File: src/rtl/cpu_pkg.sv
// Shared definitions for the simple CPU: opcodes, control-unit codes and the
// program sequencer state encoding.
package cpu_pkg;

  localparam logic [2:0] OP_CLDRD   = 3'b000;
  localparam logic [2:0] OP_ADDLD   = 3'b001;
  localparam logic [2:0] OP_ADD     = 3'b010;
  localparam logic [2:0] OP_DIV2    = 3'b011;
  localparam logic [2:0] OP_DISPLAY = 3'b100;
  localparam logic [2:0] OP_HALT    = 3'b111;

  localparam logic [2:0] HOLD   = 3'd0;
  localparam logic [2:0] LOAD   = 3'd1;
  localparam logic [2:0] SHIFTR = 3'd2;
  localparam logic [2:0] SHIFTL = 3'd3;
  localparam logic [2:0] RESET  = 3'd4;

  typedef enum logic [2:0] {
    SEQ_IDLE,
    SEQ_FETCH,
    SEQ_ISSUE,
    SEQ_GAP,
    SEQ_NEXT
  } seq_state_e;

  // Opcodes 000..100 reach the control unit and carry an immediate; 101/110
  // are NOPs and 111 is HALT, neither of which touches the operand bus.
  function automatic logic op_drives_bus(input logic [2:0] op);
    return (op[2] == 1'b0) || (op == OP_DISPLAY);
  endfunction

endpackage

File: src/rtl/program_mem.sv
// Program store: register array, one synchronous write port and one
// asynchronous read port. Not reset, so a loaded program survives rst_n.
module program_mem #(
  parameter int DATA_W = 4,
  parameter int DEPTH  = 16,
  parameter int AW     = $clog2(DEPTH)
) (
  input  logic              clk,
  input  logic              we,
  input  logic [AW-1:0]     waddr,
  input  logic [DATA_W+2:0] wdata,
  input  logic [AW-1:0]     raddr,
  output logic [DATA_W+2:0] rdata
);

  logic [DATA_W+2:0] mem_q [DEPTH];

  always_ff @(posedge clk) begin
    if (we) mem_q[waddr] <= wdata;
  end

  assign rdata = mem_q[raddr];

endmodule

File: src/rtl/program_sequencer.sv
// Steps through program memory, presenting each opcode for one cycle and
// parking the opcode bus on DISPLAY at all other times.
module program_sequencer
  import cpu_pkg::*;
#(
  parameter int DATA_W = 4,
  parameter int DEPTH  = 16,
  parameter int AW     = $clog2(DEPTH),
  parameter int GAP    = 1
) (
  input  logic              clk,
  input  logic              rst_n,
  input  logic              prog_we,
  input  logic [AW-1:0]     prog_addr,
  input  logic [DATA_W+2:0] prog_data,
  input  logic              start,
  output logic [2:0]        Opcode,
  output logic [DATA_W-1:0] data_out,
  output logic [AW-1:0]     pc,
  output logic              busy,
  output logic              done
);

  localparam int              IW       = DATA_W + 3;
  localparam logic [AW-1:0]   PC_LAST  = AW'(DEPTH - 1);
  localparam logic [2:0]      GAP_LAST = (GAP > 0) ? 3'(GAP - 1) : 3'd0;

  seq_state_e        state_q, state_d;
  logic [AW-1:0]     pc_q, pc_d;
  logic [2:0]        gap_cnt_q, gap_cnt_d;
  logic [2:0]        op_q, op_d;
  logic [DATA_W-1:0] data_out_q, data_out_d;

  logic [IW-1:0]     rd_word;
  logic [2:0]        rd_op;
  logic              mem_we;

  // Writes are locked out for the whole run so the program cannot change
  // under the sequencer.
  assign mem_we = prog_we && (state_q == SEQ_IDLE);
  assign rd_op  = rd_word[IW-1:DATA_W];

  program_mem #(
    .DATA_W(DATA_W),
    .DEPTH (DEPTH),
    .AW    (AW)
  ) u_mem (
    .clk  (clk),
    .we   (mem_we),
    .waddr(prog_addr),
    .wdata(prog_data),
    .raddr(pc_q),
    .rdata(rd_word)
  );

  always_comb begin
    state_d    = state_q;
    pc_d       = pc_q;
    gap_cnt_d  = gap_cnt_q;
    op_d       = op_q;
    data_out_d = data_out_q;
    Opcode     = OP_DISPLAY;
    done       = 1'b0;
    unique case (state_q)
      SEQ_IDLE: begin
        if (start) begin
          state_d = SEQ_FETCH;
          pc_d    = '0;
        end
      end
      SEQ_FETCH: begin
        // Operand is latched here so it is already on the bus while the
        // opcode is shown, and then held for the control unit's latency.
        op_d = rd_op;
        if (op_drives_bus(rd_op)) data_out_d = rd_word[DATA_W-1:0];
        state_d = SEQ_ISSUE;
      end
      SEQ_ISSUE: begin
        if (op_q == OP_HALT) begin
          done    = 1'b1;
          state_d = SEQ_IDLE;
        end else begin
          if (op_drives_bus(op_q)) Opcode = op_q;
          gap_cnt_d = '0;
          state_d   = (GAP > 0) ? SEQ_GAP : SEQ_NEXT;
        end
      end
      SEQ_GAP: begin
        if (gap_cnt_q == GAP_LAST) begin
          gap_cnt_d = '0;
          state_d   = SEQ_NEXT;
        end else begin
          gap_cnt_d = gap_cnt_q + 3'd1;
        end
      end
      SEQ_NEXT: begin
        // Running off the end of memory stops rather than wrapping.
        if (pc_q == PC_LAST) begin
          done    = 1'b1;
          state_d = SEQ_IDLE;
        end else begin
          pc_d    = pc_q + 1'b1;
          state_d = SEQ_FETCH;
        end
      end
      default: state_d = SEQ_IDLE;
    endcase
  end

  always_ff @(posedge clk or negedge rst_n) begin
    if (!rst_n) begin
      state_q    <= SEQ_IDLE;
      pc_q       <= '0;
      gap_cnt_q  <= '0;
      op_q       <= OP_DISPLAY;
      data_out_q <= '0;
    end else begin
      state_q    <= state_d;
      pc_q       <= pc_d;
      gap_cnt_q  <= gap_cnt_d;
      op_q       <= op_d;
      data_out_q <= data_out_d;
    end
  end

  assign data_out = data_out_q;
  assign pc       = pc_q;
  assign busy     = (state_q != SEQ_IDLE);

endmodule

File: config.mk
export PLATFORM = sky130hd
export DESIGN_NAME = program_sequencer
export DESIGN_NICKNAME = d
export VERILOG_FILES = /design/src/rtl/cpu_pkg.sv /design/src/rtl/program_mem.sv /design/src/rtl/program_sequencer.sv
export SDC_FILE = /design/constraint.sdc
export NUM_CORES = 1
export LEC_CHECK = 0
export BUFFER_PORTS_ARGS = -buffer_cell sky130_fd_sc_hd__buf_4
export CAP_MARGIN = 20
export CORE_AREA = 2 2 85 168
export CTS_CLUSTER_DIAMETER = 120
export DETAILED_ROUTE_END_ITERATION = 7
export DIE_AREA = 0 0 87 170
export PLACE_DENSITY_LB_ADDON = 0.2
export SLEW_MARGIN = 0
export SYNTH_ARGS = -nofsm -noshare
export SYNTH_HDL_FRONTEND = slang
export SYNTH_SLANG_ARGS = --single-unit
export TNS_END_PERCENT = 20
File: constraint.sdc
create_clock -name clk -period 2.4 [get_ports clk]
set_input_delay 0.12 -clock clk [delete_from_list [all_inputs] [get_ports clk]]
set_output_delay 0.12 -clock clk [all_outputs]
set_load 0.02 [all_outputs]
==> impl_metrics.prom <==
# TYPE chip_impl_metric gauge
chip_impl_metric{name="slew_headroom",unit=""} 0.707
chip_impl_metric{name="num_antenna_cells",unit=""} 0
chip_impl_metric{name="detail_route.wirelength",unit="mm"} 11.0
chip_impl_metric{name="critPathRequiredTime",unit="ps"} 2700
chip_impl_metric{name="cts_made_buffers",unit=""} 17
chip_impl_info{name="timing.hold.worst.class",value="in -> reg"} 1
chip_impl_metric{name="synth.avg_cell_area",unit="um2"} 17.8
chip_impl_metric{name="detail-route-antenna-nets",unit=""} 0
chip_impl_metric{name="max_cap_viol_count",unit=""} 0
chip_impl_metric{name="num_vias",unit=""} 2822
chip_impl_metric{name="synth_seq_area_share",unit=""} 0.715
chip_impl_metric{name="detailedRoute.firstIterationViolations",unit=""} 176
chip_impl_metric{name="number_of_synthesized_flops_with_an_enable_pin",unit=""} 112
chip_impl_metric{name="power.ir.vdd_worst",unit="uV"} 502
chip_impl_info{name="run_status",value="finished clean"} 1
chip_impl_metric{name="final_routed_wire_length_divided_by_cell_count",unit="um"} 20.7
chip_impl_metric{name="synth_warnings",unit=""} 0
chip_impl_metric{name="internal_power",unit="mW"} 4.85
chip_impl_metric{name="grt.overflow.total",unit=""} 0
chip_impl_metric{name="cts.sink_count",unit=""} 129
chip_impl_metric{name="synth_area",unit="um2"} 5300
chip_impl_metric{name="clock.fmax",unit="GHz"} 0.450
chip_impl_metric{name="core.rowCount",unit=""} 60
chip_impl_info{name="setup.worst_path.start",value="pc[0]$_DFFE_PN0P_"} 1
chip_impl_metric{name="fillerInstances",unit=""} 1146
chip_impl_metric{name="drt_pass1_iterations",unit=""} 4
chip_impl_metric{name="worst_hold_slack",unit="ps"} 15.8
chip_impl_metric{name="async_flop_share",unit=""} 0.132
chip_impl_metric{name="clkTransAtPathRegs",unit="ps"} 60
chip_impl_metric{name="nets",unit=""} 378
chip_impl_metric{name="num_io_pins",unit=""} 28
chip_impl_metric{name="antenna_found_initial",unit=""} 0
chip_impl_metric{name="power.net_switching",unit="mW"} 1.95
chip_impl_metric{name="ctsResizeCount",unit=""} 0
chip_impl_metric{name="portBuffers",unit=""} 27
chip_impl_info{name="unrepaired_setup_endpoints_after_global_routing",value="false"} 1
chip_impl_metric{name="cts-htree-levels",unit=""} 4
chip_impl_metric{name="finalCritPeriodShare",unit=""} 0.925
chip_impl_metric{name="worst-endpoint-arrival",unit="ps"} 2530
chip_impl_info{name="synth-main-ff-cell",value="edfxtp_1"} 1
chip_impl_metric{name="power_switching_share",unit=""} 0.287
chip_impl_metric{name="first_pass_grt_wire_length",unit="mm"} 17.1
chip_impl_metric{name="timing_max_transition_violations_final",unit=""} 0
chip_impl_metric{name="gpl.final_weighted_congestion",unit=""} 0.751
chip_impl_metric{name="synth_cells",unit=""} 298
chip_impl_metric{name="cp_max_fo",unit=""} 17
chip_impl_metric{name="route.detailed.drc",unit=""} 0
chip_impl_metric{name="slew_of_the_pin_with_the_lowest_slew_margin",unit="ps"} 440
chip_impl_metric{name="die_span_in_y",unit="um"} 170
chip_impl_info{name="reg2reg_start",value="pc[0]$_DFFE_PN0P_"} 1
chip_impl_info{name="worst_setup_path_start_kind",value="register"} 1
chip_impl_metric{name="post-dp-hpwl",unit="mm"} 7.81
chip_impl_metric{name="synth.distinct_cells",unit=""} 42
chip_impl_metric{name="final_sum_of_negative_setup_slack",unit="ps"} 0
chip_impl_metric{name="starting_density_of_the_core",unit=""} 0.394
chip_impl_metric{name="clk_path_buf_depth",unit=""} 2
chip_impl_metric{name="period_needed",unit="ps"} 2220
chip_impl_metric{name="mappedNetlistNets",unit=""} 316
chip_impl_metric{name="multi_input_area",unit="um2"} 1400
chip_impl_metric{name="combinationalPowerShare",unit=""} 0.236
chip_impl_metric{name="grt_max_degree",unit=""} 18
chip_impl_metric{name="grt_usage",unit=""} 0.163
chip_impl_metric{name="final.setup_skew",unit="ps"} 11.4
chip_impl_metric{name="share_of_final_layout_standard_cells_stronger_than_drive_strength_1",unit=""} 0.322
chip_impl_info{name="crit_path_kind",value="reg -> reg"} 1
chip_impl_metric{name="die-area",unit="um2"} 14800
chip_impl_metric{name="vias_in_the_first_global_route",unit=""} 3040
chip_impl_metric{name="p_per_area",unit="nW/um2"} 1050
chip_impl_metric{name="synth-seq-cells",unit=""} 129
chip_impl_metric{name="clkPwrFrac",unit=""} 0.364
chip_impl_metric{name="areaGrowthSynthToFinish",unit="%"} 21.8
chip_impl_info{name="cts_tree",value="yes"} 1
chip_impl_metric{name="design.core.area",unit="um2"} 13400
chip_impl_metric{name="leakage",unit="nW"} 2.27
chip_impl_metric{name="seq_power_share",unit=""} 0.400
chip_impl_info{name="timing.critical_path.to_type",value="register"} 1
chip_impl_metric{name="setup_viol",unit=""} 0
chip_impl_metric{name="timing.final.hold_violations",unit=""} 0
chip_impl_metric{name="floorplan.die.width",unit="um"} 87
chip_impl_metric{name="seq_area",unit="um2"} 3790
chip_impl_metric{name="clk_latency",unit="ps"} 420
chip_impl_metric{name="routed_via_density",unit=""} 5.34
chip_impl_info{name="clock_tree.root_cell",value="clkbuf_16"} 1
chip_impl_info{name="hold_path_startpoint",value="prog_data[6]"} 1
[sequential cells by signal, indices dropped and copies added, names as in the netlist]
register,cells
gap_cnt_q,3
u_mem.mem_q,112
state_q,3
data_out,4
pc,4
op_q,3
[cells by family (layout without fill, tap and decap cells)]
logic type | after synthesis | after routing | share of synthesized area
mux | 36 | 36 | 0.137
simple gates | 72 | 72 | 0.0656
compound gates | 37 | 37 | 0.0545
buf+inv | 21 | 96 | 0.0203
fa+ha+maj | 3 | 3 | 0.00708
flops | 129 | 129 | 0.715
[what timing repair did]
item,CTS,global route
buffers inserted,0,0
hold endpoints to repair,44,0
setup endpoints to repair,0,0
hold buffers,3,0
[placed cells by master (no fill, tap or decap), types with 2 or more instances in the layout]
cell	Yosys	final
dlygate4sd3_1	0	3
mux2i_1	4	4
buf_12	0	2
a22o_1	7	7
inv_1	6	6
clkbuf_16	0	17
ha_1	3	3
nor2b_1	5	5
mux2_4	4	4
clkinv_4	0	3
nand3_1	4	4
edfxtp_1	112	112
nand4_1	2	2
and2_1	3	3
mux4_2	21	21
mux4_1	5	5
inv_8	0	2
o21ai_0	6	6
clkinvlp_4	0	3
nand2b_1	3	3
a21oi_1	7	7
mux2_2	2	2
dfrtp_1	16	15
nor2_1	22	22
inv_6	0	5
a22oi_1	10	10
nor3_1	8	8
buf_4	1	53
nand2_1	17	17
[path summary, 6_finish.rpt]
| path | slack [ps] | end | depth (start not counted) |
|---|---|---|---|
| worst min register to register | 490 | state_q[2]$_DFFE_PN0P_ | 1 |
| worst min-delay path | 20 | u_mem.mem_q[8][6]$_DFFE_PP_ | 1 |
| worst max-delay path | 180 | data_out[1]$_DFFE_PN0P_ | 6 |
| min in group asynchronous | 120 | data_out[2]$_DFFE_PN0P_ | 2 |
| max in group asynchronous | 2030 | op_q[2]$_DFFE_PN1P_ | 2 |
| worst max register to register | 180 | data_out[1]$_DFFE_PN0P_ | 6 |
[critical path, stage by stage (launching register included)]
cell and delay [ps]:
dfrtp_2 480, buf_12 190, mux4_1 540, mux2_2 280, nand2_1 130, a31oi_4 160
mux2_4 330
[power by group through the flow]
stage	clock [mW]	combinational, mW	sequential [mW]
2_1_floorplan	0	1.14	2.75
3_3_place_gp	0	1.61	2.76
3_5_place_dp	0	1.63	2.77
4_1_cts	2.53	1.64	2.73
5_1_grt	2.62	1.73	2.75
6_report	2.47	1.60	2.72
[routing by layer]
metal	global-route usage	part of all wire
met1	0.166	0.36
met2	0.307	0.60
met3	0.0325	0.024
met4	0.0774	0.021
met5	0	0
[Yosys cell counts, drive strengths merged, types with 2 or more instances]
cell type	instances	area [um2]
nor2b	5	31.3
nand2	17	63.8
nor3	9	50.1
mux4	26	604
a22oi	10	75.1
nand4	2	12.5
edfxtp	112	3360
a31oi	2	27.5
nand2b	3	18.8
nor2	22	82.6
a22o	7	61.3
o21ai	6	30.0
a21oi	7	35.0
and2	3	18.8
nand3	4	20.0
inv	6	22.5
ha	3	37.5
clkbuf	7	26.3
buf	8	58.8
mux2	6	82.6
mux2i	4	40.0
dfrtp	16	400
[stage by stage]
stage	setup WS, ps	power [mW]	cell area (um2)	util	std cells
3_3_place_gp	209	4.37	5850	0.435	493
4_1_cts	134	6.89	6450	0.480	528
6_report	179	6.80	6450	0.480	528
3_5_place_dp	164	4.40	5850	0.435	493
5_1_grt	53.1	7.10	6450	0.480	528
2_1_floorplan	182	3.89	5300	-	298
[layout make-up]
cell class,instances,share of cell area
inverters,6,0.00349
repair buffers,58,0.0725
flip-flops and latches,129,0.588
clock inverters,15,0.0233
clock buffers,17,0.0659
well taps,155,0.0301
multi-input cells,148,0.217
Note: power is estimated with default switching activity, not from simulation.
